==> config.mk <==
export PLATFORM = sky130hd
export DESIGN_NAME = spi_reg_ctrl_flat
export DESIGN_NICKNAME = d
export VERILOG_FILES = /design/src/rtl/spi_reg_ctrl_if.sv /design/src/rtl/spi_reg_ctrl.sv /design/src/flat_wrapper.sv
export SDC_FILE = /design/constraint.sdc
export NUM_CORES = 1
export LEC_CHECK = 0
export ABC_AREA = 1
export CAP_MARGIN = 5
export CELL_PAD_IN_SITES_DETAIL_PLACEMENT = 0
export CELL_PAD_IN_SITES_GLOBAL_PLACEMENT = 1
export CORE_ASPECT_RATIO = 1.75
export CORE_MARGIN = 8
export CORE_UTILIZATION = 36
export CTS_CLUSTER_DIAMETER = 40
export DETAILED_ROUTE_END_ITERATION = 10
export PLACE_DENSITY_LB_ADDON = 0.12
export RECOVER_POWER = 25
export SETUP_SLACK_MARGIN = 0.15
export SYNTH_ARGS = -nofsm -noshare
export SYNTH_HDL_FRONTEND = slang
export SYNTH_SLANG_ARGS = --single-unit
export TNS_END_PERCENT = 1
==> constraint.sdc <==
create_clock -name clk -period 2.8 [get_ports clk]
set_input_delay 0.56 -clock clk [delete_from_list [all_inputs] [get_ports clk]]
set_output_delay 0.56 -clock clk [all_outputs]
set_load 0.1 [all_outputs]
==> src/rtl/spi_reg_ctrl_if.sv <==
// Bundle for spi_reg_ctrl: the SPI slave byte handshake on one side and the
// register bus on the other. The controller uses the slave modport; whatever
// drives the bytes and owns the register file uses the master modport.
interface spi_reg_ctrl_if;
    // Byte stream from the SPI slave receiver
    logic       ssel_active;
    logic       rx_valid;
    logic [7:0] rx_data;

    // Transmit byte back to the slave shift register
    logic [7:0] tx_data;
    logic       tx_load;

    // Register bus
    logic [6:0] reg_addr;
    logic [7:0] reg_wdata;
    logic       reg_we;
    logic       reg_re;
    logic [7:0] reg_rdata;

    // Frame ended right after the command byte
    logic       frame_err;

    modport slave (
        input  ssel_active, rx_valid, rx_data, reg_rdata,
        output tx_data, tx_load, reg_addr, reg_wdata, reg_we, reg_re, frame_err
    );

    modport master (
        output ssel_active, rx_valid, rx_data, reg_rdata,
        input  tx_data, tx_load, reg_addr, reg_wdata, reg_we, reg_re, frame_err
    );
endinterface

==> src/rtl/spi_reg_ctrl.sv <==
// Byte sequencer between the CPHA=0 SPI slave and the 7-bit register space.
// Each SSEL frame is {rw, addr[6:0]} followed by data bytes; writes are issued
// per byte, reads are prefetched so the next MISO byte is ready in time.
// All outputs are registered; the FSM computes their next values combinationally.
module spi_reg_ctrl #(
    parameter logic [7:0] IDLE_BYTE = 8'hA5,
    parameter bit         AUTO_INC  = 1'b1
) (
    input  logic           clk,
    input  logic           rst_n,
    spi_reg_ctrl_if.slave  bus
);

    typedef enum logic [2:0] {
        S_IDLE,
        S_CMD,
        S_WR_DATA,
        S_RD_FETCH,
        S_RD_LOAD,
        S_RD_DATA
    } state_t;

    state_t     state, state_nxt;

    // Previous ssel level for frame-start edge detection
    logic       ssel_q;

    // Set once a data (or dummy) byte has been seen in the current frame
    logic       got_data, got_data_nxt;

    // Registered outputs and their next values
    logic [7:0] tx_data_q,   tx_data_nxt;
    logic       tx_load_q,   tx_load_nxt;
    logic [6:0] reg_addr_q,  reg_addr_nxt;
    logic [7:0] reg_wdata_q, reg_wdata_nxt;
    logic       reg_we_q,    reg_we_nxt;
    logic       reg_re_q,    reg_re_nxt;
    logic       frame_err_q, frame_err_nxt;

    logic       frame_start;

    assign frame_start = bus.ssel_active && !ssel_q;

    // Next-state and next-output logic
    always_comb begin
        // NOTE: every signal gets a default before the case so no path leaves it unassigned (no latches).
        state_nxt     = state;
        got_data_nxt  = got_data;
        tx_data_nxt   = tx_data_q;
        tx_load_nxt   = 1'b0;
        reg_addr_nxt  = reg_addr_q;
        reg_wdata_nxt = reg_wdata_q;
        reg_we_nxt    = 1'b0;
        reg_re_nxt    = 1'b0;
        frame_err_nxt = 1'b0;

        // Write auto-increment lands in the cycle after the strobe, so the
        // address stays stable while reg_we is high.
        if (AUTO_INC && reg_we_q) begin
            reg_addr_nxt = reg_addr_q + 7'd1;
        end

        case (state)
            S_IDLE: begin
                if (frame_start) begin
                    state_nxt    = S_CMD;
                    tx_data_nxt  = IDLE_BYTE;
                    tx_load_nxt  = 1'b1;
                    got_data_nxt = 1'b0;
                end
            end

            S_CMD: begin
                if (bus.rx_valid) begin
                    reg_addr_nxt = bus.rx_data[6:0];
                    if (bus.rx_data[7]) begin
                        // Read: strobe the bus right away so the first byte
                        // is loaded two cycles after the command.
                        state_nxt  = S_RD_FETCH;
                        reg_re_nxt = 1'b1;
                    end else begin
                        state_nxt  = S_WR_DATA;
                    end
                end
            end

            S_WR_DATA: begin
                if (bus.rx_valid) begin
                    reg_wdata_nxt = bus.rx_data;
                    reg_we_nxt    = 1'b1;
                    got_data_nxt  = 1'b1;
                end
            end

            S_RD_FETCH: begin
                // reg_re is high in this cycle and the register file returns
                // the data now; capture it for the slave shift register.
                state_nxt   = S_RD_LOAD;
                tx_data_nxt = bus.reg_rdata;
                tx_load_nxt = 1'b1;
            end

            S_RD_LOAD: begin
                state_nxt = S_RD_DATA;
            end

            S_RD_DATA: begin
                // The received byte is a dummy clocked in while ours went out.
                if (bus.rx_valid) begin
                    got_data_nxt = 1'b1;
                    state_nxt    = S_RD_FETCH;
                    reg_re_nxt   = 1'b1;
                    if (AUTO_INC) begin
                        reg_addr_nxt = reg_addr_q + 7'd1;
                    end
                end
            end

            default: begin
                state_nxt = S_IDLE;
            end
        endcase

        // Frame end wins over everything except a write already accepted
        // this cycle: pending reads and transmit loads are cancelled.
        if (!bus.ssel_active && state != S_IDLE) begin
            state_nxt   = S_IDLE;
            reg_re_nxt  = 1'b0;
            tx_load_nxt = 1'b0;
            tx_data_nxt = tx_data_q;
            if (state == S_CMD) begin
                // Command byte arriving together with the frame drop.
                frame_err_nxt = bus.rx_valid;
            end else begin
                frame_err_nxt = !got_data_nxt;
            end
        end
    end

    // State, edge detector and registered outputs
    always_ff @(posedge clk or negedge rst_n) begin
        // NOTE: asynchronous reset brings every output to its idle value without waiting for a clock.
        if (!rst_n) begin
            state       <= S_IDLE;
            ssel_q      <= 1'b0;
            got_data    <= 1'b0;
            tx_data_q   <= IDLE_BYTE;
            tx_load_q   <= 1'b0;
            reg_addr_q  <= 7'd0;
            reg_wdata_q <= 8'd0;
            reg_we_q    <= 1'b0;
            reg_re_q    <= 1'b0;
            frame_err_q <= 1'b0;
        end else begin
            // NOTE: non-blocking assignments so all registers update together from pre-edge values.
            state       <= state_nxt;
            ssel_q      <= bus.ssel_active;
            got_data    <= got_data_nxt;
            tx_data_q   <= tx_data_nxt;
            tx_load_q   <= tx_load_nxt;
            reg_addr_q  <= reg_addr_nxt;
            reg_wdata_q <= reg_wdata_nxt;
            reg_we_q    <= reg_we_nxt;
            reg_re_q    <= reg_re_nxt;
            frame_err_q <= frame_err_nxt;
        end
    end

    assign bus.tx_data   = tx_data_q;
    assign bus.tx_load   = tx_load_q;
    assign bus.reg_addr  = reg_addr_q;
    assign bus.reg_wdata = reg_wdata_q;
    assign bus.reg_we    = reg_we_q;
    assign bus.reg_re    = reg_re_q;
    assign bus.frame_err = frame_err_q;

endmodule

==> src/flat_wrapper.sv <==
// flat-port wrapper written by rule: the top's interface ports become plain ports
module spi_reg_ctrl_flat 
#(
    parameter logic [7:0] IDLE_BYTE = 8'hA5,
    parameter bit         AUTO_INC  = 1'b1
)
  (clk, rst_n, bus_ssel_active, bus_rx_valid, bus_rx_data, bus_reg_rdata, bus_tx_data, bus_tx_load, bus_reg_addr, bus_reg_wdata, bus_reg_we, bus_reg_re, bus_frame_err);
  spi_reg_ctrl_if bus_i ();
  input  logic clk;
  input  logic rst_n;
  input wire logic [$bits(bus_i.ssel_active)-1:0] bus_ssel_active;
  input wire logic [$bits(bus_i.rx_valid)-1:0] bus_rx_valid;
  input wire logic [$bits(bus_i.rx_data)-1:0] bus_rx_data;
  input wire logic [$bits(bus_i.reg_rdata)-1:0] bus_reg_rdata;
  output wire logic [$bits(bus_i.tx_data)-1:0] bus_tx_data;
  output wire logic [$bits(bus_i.tx_load)-1:0] bus_tx_load;
  output wire logic [$bits(bus_i.reg_addr)-1:0] bus_reg_addr;
  output wire logic [$bits(bus_i.reg_wdata)-1:0] bus_reg_wdata;
  output wire logic [$bits(bus_i.reg_we)-1:0] bus_reg_we;
  output wire logic [$bits(bus_i.reg_re)-1:0] bus_reg_re;
  output wire logic [$bits(bus_i.frame_err)-1:0] bus_frame_err;
  assign bus_i.ssel_active = bus_ssel_active;
  assign bus_i.rx_valid = bus_rx_valid;
  assign bus_i.rx_data = bus_rx_data;
  assign bus_i.reg_rdata = bus_reg_rdata;
  assign bus_tx_data = bus_i.tx_data;
  assign bus_tx_load = bus_i.tx_load;
  assign bus_reg_addr = bus_i.reg_addr;
  assign bus_reg_wdata = bus_i.reg_wdata;
  assign bus_reg_we = bus_i.reg_we;
  assign bus_reg_re = bus_i.reg_re;
  assign bus_frame_err = bus_i.frame_err;
  spi_reg_ctrl #(.IDLE_BYTE(IDLE_BYTE), .AUTO_INC(AUTO_INC)) u_core (.clk(clk), .rst_n(rst_n), .bus(bus_i));
endmodule
==> metrics.csv, run 1 <==
metric,value,unit
Num CTS Buffers,5,
total wire length,4.786,mm
"Largest delay share family, worst path",flip-flops,
non-filler cells in the finished layout,334,
"FFs w/ async S/R, synth",100.0,%
Skew-Pair Late Insertion Delay,0.28,ns
worst hold path type,flip-flop to flip-flop,
Final setup viols,0,
Site Rows,33,
Post-CTS Resized,0,
proportion of layout cells with a drive suffix above 1,18.09,%
"Top FF cell, synth",dfrtp_1,
Worst Tran Pin Value,0.4794,ns
Buf/Inv on CP,1,
H-tree Lvls,2,
Yosys warning count,0,
largest family of logic cells by synthesized area,simple AND/OR/NAND/NOR gates,
core footprint,4624,um2
initial antenna violation count,0,
first-pass GRT wire length,8.024,mm
mux cell area share after synthesis,0,%
Syn Area/Cell,7.360,um2
dpl cell area,2143,um2
"Hold-fix buffers, CTS",0,
DRC marker count from the first detailed-route iteration,38,
CTS root buf,clkbuf_8,
outcome,"complete, no violations",
synthesized instance count,230,
critical path data arrival time,1.21,ns
Post-DRT Antenna Nets,0,
Fin. Hold Viols,0,
setup TNS,0,ns
CP required,2.24,ns
register area share after synthesis,47.60,%
most frequent cell after synthesis,nand2_1,
vias per cell,4.856,
XOR/XNOR Fraction of Synth Area,1.035,%
max-slew violations,0,
grt total ovfl,0,
Critical Path Max Stage Delay,0.56,ns
number of enable flip-flop cells after synthesis,0,
Die Y-Extent,106.7,um
Syn Std Cell Area,1693,um2
TritonCTS clock tree,done,
Final HPWL DP,3.784,mm
Synth top area share,41.39,%
# Post-CTS Setup Buffers,0,
critical path cell sequence,buf_4,
Final Cell Area,2270,um2
die area,7239,um2
Layout Area Growth over Synthesis,34.07,%
#FFs+latches synth,32,
post-layout net count,302,
Crit-path slowest cell,dfrtp_1,
# diodes,0,
Cells after DPL,326,
total of max-cap violations,0,
Yosys cell types,23,
Worst Path Max Fanout,8,
Longest Clk Path Bufs,2,
Die Wd,67.84,um
compound-cell area share of the yosys netlist,10.64,%
final critical-path required period,1.771,ns
Starting Density,36.61,%
critical path launch point type,flip-flop,
Worst-path clk slew,0.07,ns
post-synth top area cell,dfrtp_1,
vias in the first global route,1687,
Synth Area in Simple Gates,32.00,%
input/output buffers,46,
All-Layer GR Usage,14.22,%
vias,1622,
largest cells by area after synthesis,"dfrtp_1 (41%), nand2_1 (17%), nand3_1 (8.0%)",
period utilization,63.27,%
CTS Sinks,32,
drt pass-1 iters,4,
Slew Limit Headroom,68.01,%
synth cell count leaders,"nand2_1 (76), dfrtp_1 (28), nand3_1 (27), inv_1 (25), nor2_1 (23)",
# DRC,0,
RePlAce Congestion,0.8068,
worst-case clock skew,0.006067,ns
wire length per cell,14.33,um
Crit. End Element,output port,
kind of critical path,flip-flop to output port,
largest net degree at the start of global routing,33,
adder-cell share of the synthesized area,0.7391,%
RSZ-0062 raised after global routing,no,
Highest Clock Rate,564.5,MHz
Synth Net Count,251,
# IOs,47,
Final Core Density,49.08,%
==> layer usage <==
layer,global-route usage [%],wire length (um),up-vias
met4,5.007,69,0
met5,0,0,-
met2,25.94,2549,36
met3,2.714,300,6
li1,-,-,829
met1,15.41,1867,751
==> worst register-to-register path, delay by kind of cell, from the launching register on <==
family                     cells  cell delay (ns)
AOI/OAI and AO/OA              1             0.22
adders and majority gates      1             0.23
DFF                            1             0.47
and+or+nand+nor                6             0.54
==> cells by family (layout without fill, tap and decap cells) <==
kind of cell	after synthesis	count (layout)
simple gates	130	130
buf+inv	34	86
flops	32	32
compound gates	31	31
xor+xnor	2	2
fa+ha+maj	1	1
==> stage by stage <==
stage                     hold WS (ns)  worst slack, ns
after global placement          0.4723           0.9040
final                           0.4798            1.029
after floorplan                 0.2644           0.7276
after detailed placement        0.4689           0.8731
after global routing            0.5086            1.002
after CTS                       0.4856            1.006
==> cells in the final DEF, fill, tap and decap left out, types with 7 or more instances in the layout <==
cell | Yosys | layout
a21oi_1 | 7 | 7
clkbuf_8 | 0 | 7
buf_4 | 0 | 29
dfrtp_1 | 28 | 28
inv_1 | 25 | 25
o21ai_1 | 7 | 7
o21ai_0 | 10 | 10
nand2_1 | 76 | 76
nor2_1 | 23 | 23
clkdlybuf4s50_1 | 0 | 17
nand3_1 | 27 | 27
==> worst paths after layout <==
| path | from | endpoint | slack, ns | cells after the start |
|---|---|---|---|---|
| max | u_core.bus.reg_we$_DFF_PN0_ | bus_reg_we | 1.03 | 1 |
| min | u_core.bus.reg_wdata[1]$_DFFE_PN0P_ | u_core.bus.reg_wdata[1]$_DFFE_PN0P_ | 0.48 | 2 |
| max reg2reg | u_core.bus.reg_addr[0]$_DFF_PN0_ | u_core.bus.reg_addr[4]$_DFF_PN0_ | 1.23 | 8 |
| min reg2reg | u_core.bus.reg_wdata[1]$_DFFE_PN0P_ | u_core.bus.reg_wdata[1]$_DFFE_PN0P_ | 0.48 | 2 |
| max in group asynchronous | rst_n | u_core.bus.tx_data[2]$_DFFE_PN1P_ | 1.71 | 2 |
| min in group asynchronous | rst_n | u_core.bus.reg_wdata[2]$_DFFE_PN0P_ | 0.75 | 2 |
==> state kept, by name, indices dropped and copies added (netlist names) <==
register,count
u_core.ssel_q,1
u_core.bus.frame_err,1
u_core.bus.tx_load,1
u_core.bus.reg_we,1
u_core.bus.reg_wdata,8
u_core.got_data,1
u_core.state,3
u_core.bus.tx_data,8
u_core.bus.reg_re,1
u_core.bus.reg_addr,7
==> area by class of cell <==
class,instances,area (um2)
clock inverters,1,30.03
inverters,30,112.6
clock buffers,7,96.34
flip-flops and latches,32,805.8
well taps,52,65.06
repair buffers,48,407.9
multi-input cells,164,752.0
fillers,507,2355
Power of run 1 is left out: the tool's default activity adds up to more than one toggle a clock period on the data nets, which glitch-free logic cannot reach.
==> inputs of run 2 (changes only) <==
- CORE_UTILIZATION: 36 -> 30
- clock period: 2.8 -> 1.5 ns (I/O delays scaled with it)
==> metrics.csv, run 2 (synthesized netlist as in run 1, its figures left out) <==
metric,value,unit
"commonest non-fill, non-tap cell in the layout",nand2_1,
Starting Density,30.81,%
input/output buffers,46,
Final Core Density,52.82,%
kind of critical path,flip-flop to output port,
final hold slack,0.5254,ns
post-layout net count,317,
vias per cell,4.544,
proportion of layout cells with a drive suffix above 1,33.00,%
most frequent cells in the layout,"nand2_1 (71), buf_12 (29), inv_1 (23)",
die area,8397,um2
H-tree Lvls,2,
critical path launch point type,flip-flop,
wire length per cell,14.15,um
setup TNS,0,ns
final critical-path required period,1.410,ns
# diodes,0,
TritonCTS clock tree,done,
Worst Path Max Fanout,4,
total of max-cap violations,0,
non-filler cells in the finished layout,373,
Critical Path Sink,bus_reg_addr[1],
CP required,1.20,ns
R2R Path Start,u_core.bus.reg_addr[0]$_DFF_PN0_,
vias in the first global route,1714,
Slew Limit Headroom,45.62,%
Final setup viols,0,
Die Y-Extent,115.4,um
initial antenna violation count,0,
Worst path depth,2,
worst hold path type,flip-flop to flip-flop,
Buf/Inv on CP,2,
Hold Crit Depth,2,
total power,7014,uW
critical path cell sequence,"buf_4, buf_12",
RePlAce Congestion,0.7784,
critical path data arrival time,1.11,ns
outcome,"complete, no violations",
Crit-path slowest cell,dfrtp_4,
worst-case clock skew,0.006545,ns
Critical Path Max Stage Delay,0.52,ns
Fin. Hold Viols,0,
"Largest delay share family, worst path",flip-flops,
Site Rows,36,
largest net degree at the start of global routing,33,
Highest Clock Rate,709.4,MHz
Worst Tran Pin Value,0.8157,ns
# IOs,47,
drt pass-1 iters,4,
reg-to-reg endpoint,u_core.bus.reg_addr[5]$_DFF_PN0_,
vias,1695,
Worst-path clk slew,0.07,ns
Die Wd,72.79,um
Final HPWL DP,4.092,mm
core footprint,5495,um2
Crit. End Element,output port,
period utilization,93.97,%
DRC marker count from the first detailed-route iteration,73,
Pwr per Cell Area,2416,nW/um2
# DRC,0,
Longest Clk Path Bufs,2,
Leak,0.001369,uW
Cells after DPL,359,
maximum vdd drop,1.239,mV
first-pass GRT wire length,8.376,mm
CTS root buf,clkbuf_8,
max-slew violations,0,
CTS Sinks,32,
Critical path origin,u_core.bus.reg_addr[1]$_DFF_PN0_,
Skew-Pair Late Insertion Delay,0.28,ns
total wire length,5.279,mm
R2R depth,7,
All-Layer GR Usage,12.91,%
RSZ-0062 raised after global routing,yes,
R2R setup slack,0.10,ns
Post-DRT Antenna Nets,0,
hold wc startpoint,u_core.bus.tx_data[7]$_DFFE_PN1P_,
Num CTS Buffers,5,
Layout Area Growth over Synthesis,71.47,%
grt total ovfl,0,
-- run 2: layout make-up --
type                       count  area [um2]
tap                           76       95.09
timing repair buffer          63       884.6
clock buffer                   6       72.57
clock inverter                 2       35.03
multi-input combinational    164       875.8
inverter                      30       115.1
fill                         540        2592
sequential                    32       824.5
-- run 2: worst min-delay path by stage --
stage / to / slack (ns)
2_1_floorplan: u_core.bus.frame_err$_DFF_PN0_ / 0.004
3_3_place_gp: u_core.bus.tx_data[7]$_DFFE_PN1P_ / 0.51
3_5_place_dp: u_core.bus.tx_data[7]$_DFFE_PN1P_ / 0.52
4_1_cts: u_core.bus.reg_we$_DFF_PN0_ / 0.38
5_1_grt: u_core.bus.tx_data[0]$_DFFE_PN1P_ / 0.54
6_report: u_core.bus.tx_data[7]$_DFFE_PN1P_ / 0.53
-- run 2: per-stage QoR --
stage / worst slack, ns / area, um2
3_5_place_dp: -0.05740 / 2636
3_3_place_gp: -0.04979 / 2636
6_report: 0.09044 / 2903
4_1_cts: 0.07591 / 2811
5_1_grt: 0.03160 / 2903
2_1_floorplan: -0.02486 / 1725
-- run 2: worst register-to-register path, delay by kind of cell, from the launching register on --
| kind | cells | cell delay (ns) |
|---|---|---|
| flops | 1 | 0.46 |
| compound gates | 1 | 0.24 |
| simple gates | 6 | 0.58 |
-- run 2: power by group --
group | switching (uW) | internal [uW]
Clock | 320 | 493
Combinational | 2960 | 1630
Sequential | 398 | 1220
-- run 2: routing by layer --
metal	up-vias	part of all wire [%]	wire, um	track usage [%]
met3	7	4.8	254	3.843
met1	799	36	1908	12.06
met5	-	0	0	0
li1	859	-	-	-
met2	30	57	3027	24.97
met4	0	1.7	89	4.704
-- run 2: timing repair --
action / CTS / global route
hold buffers: 0 / 0
gates resized for setup: 9 / 20
pin swaps: 3 / 10
setup endpoints to repair: 16 / 22
buffers inserted: 2 / 4
(Power assumes the default switching activity.)
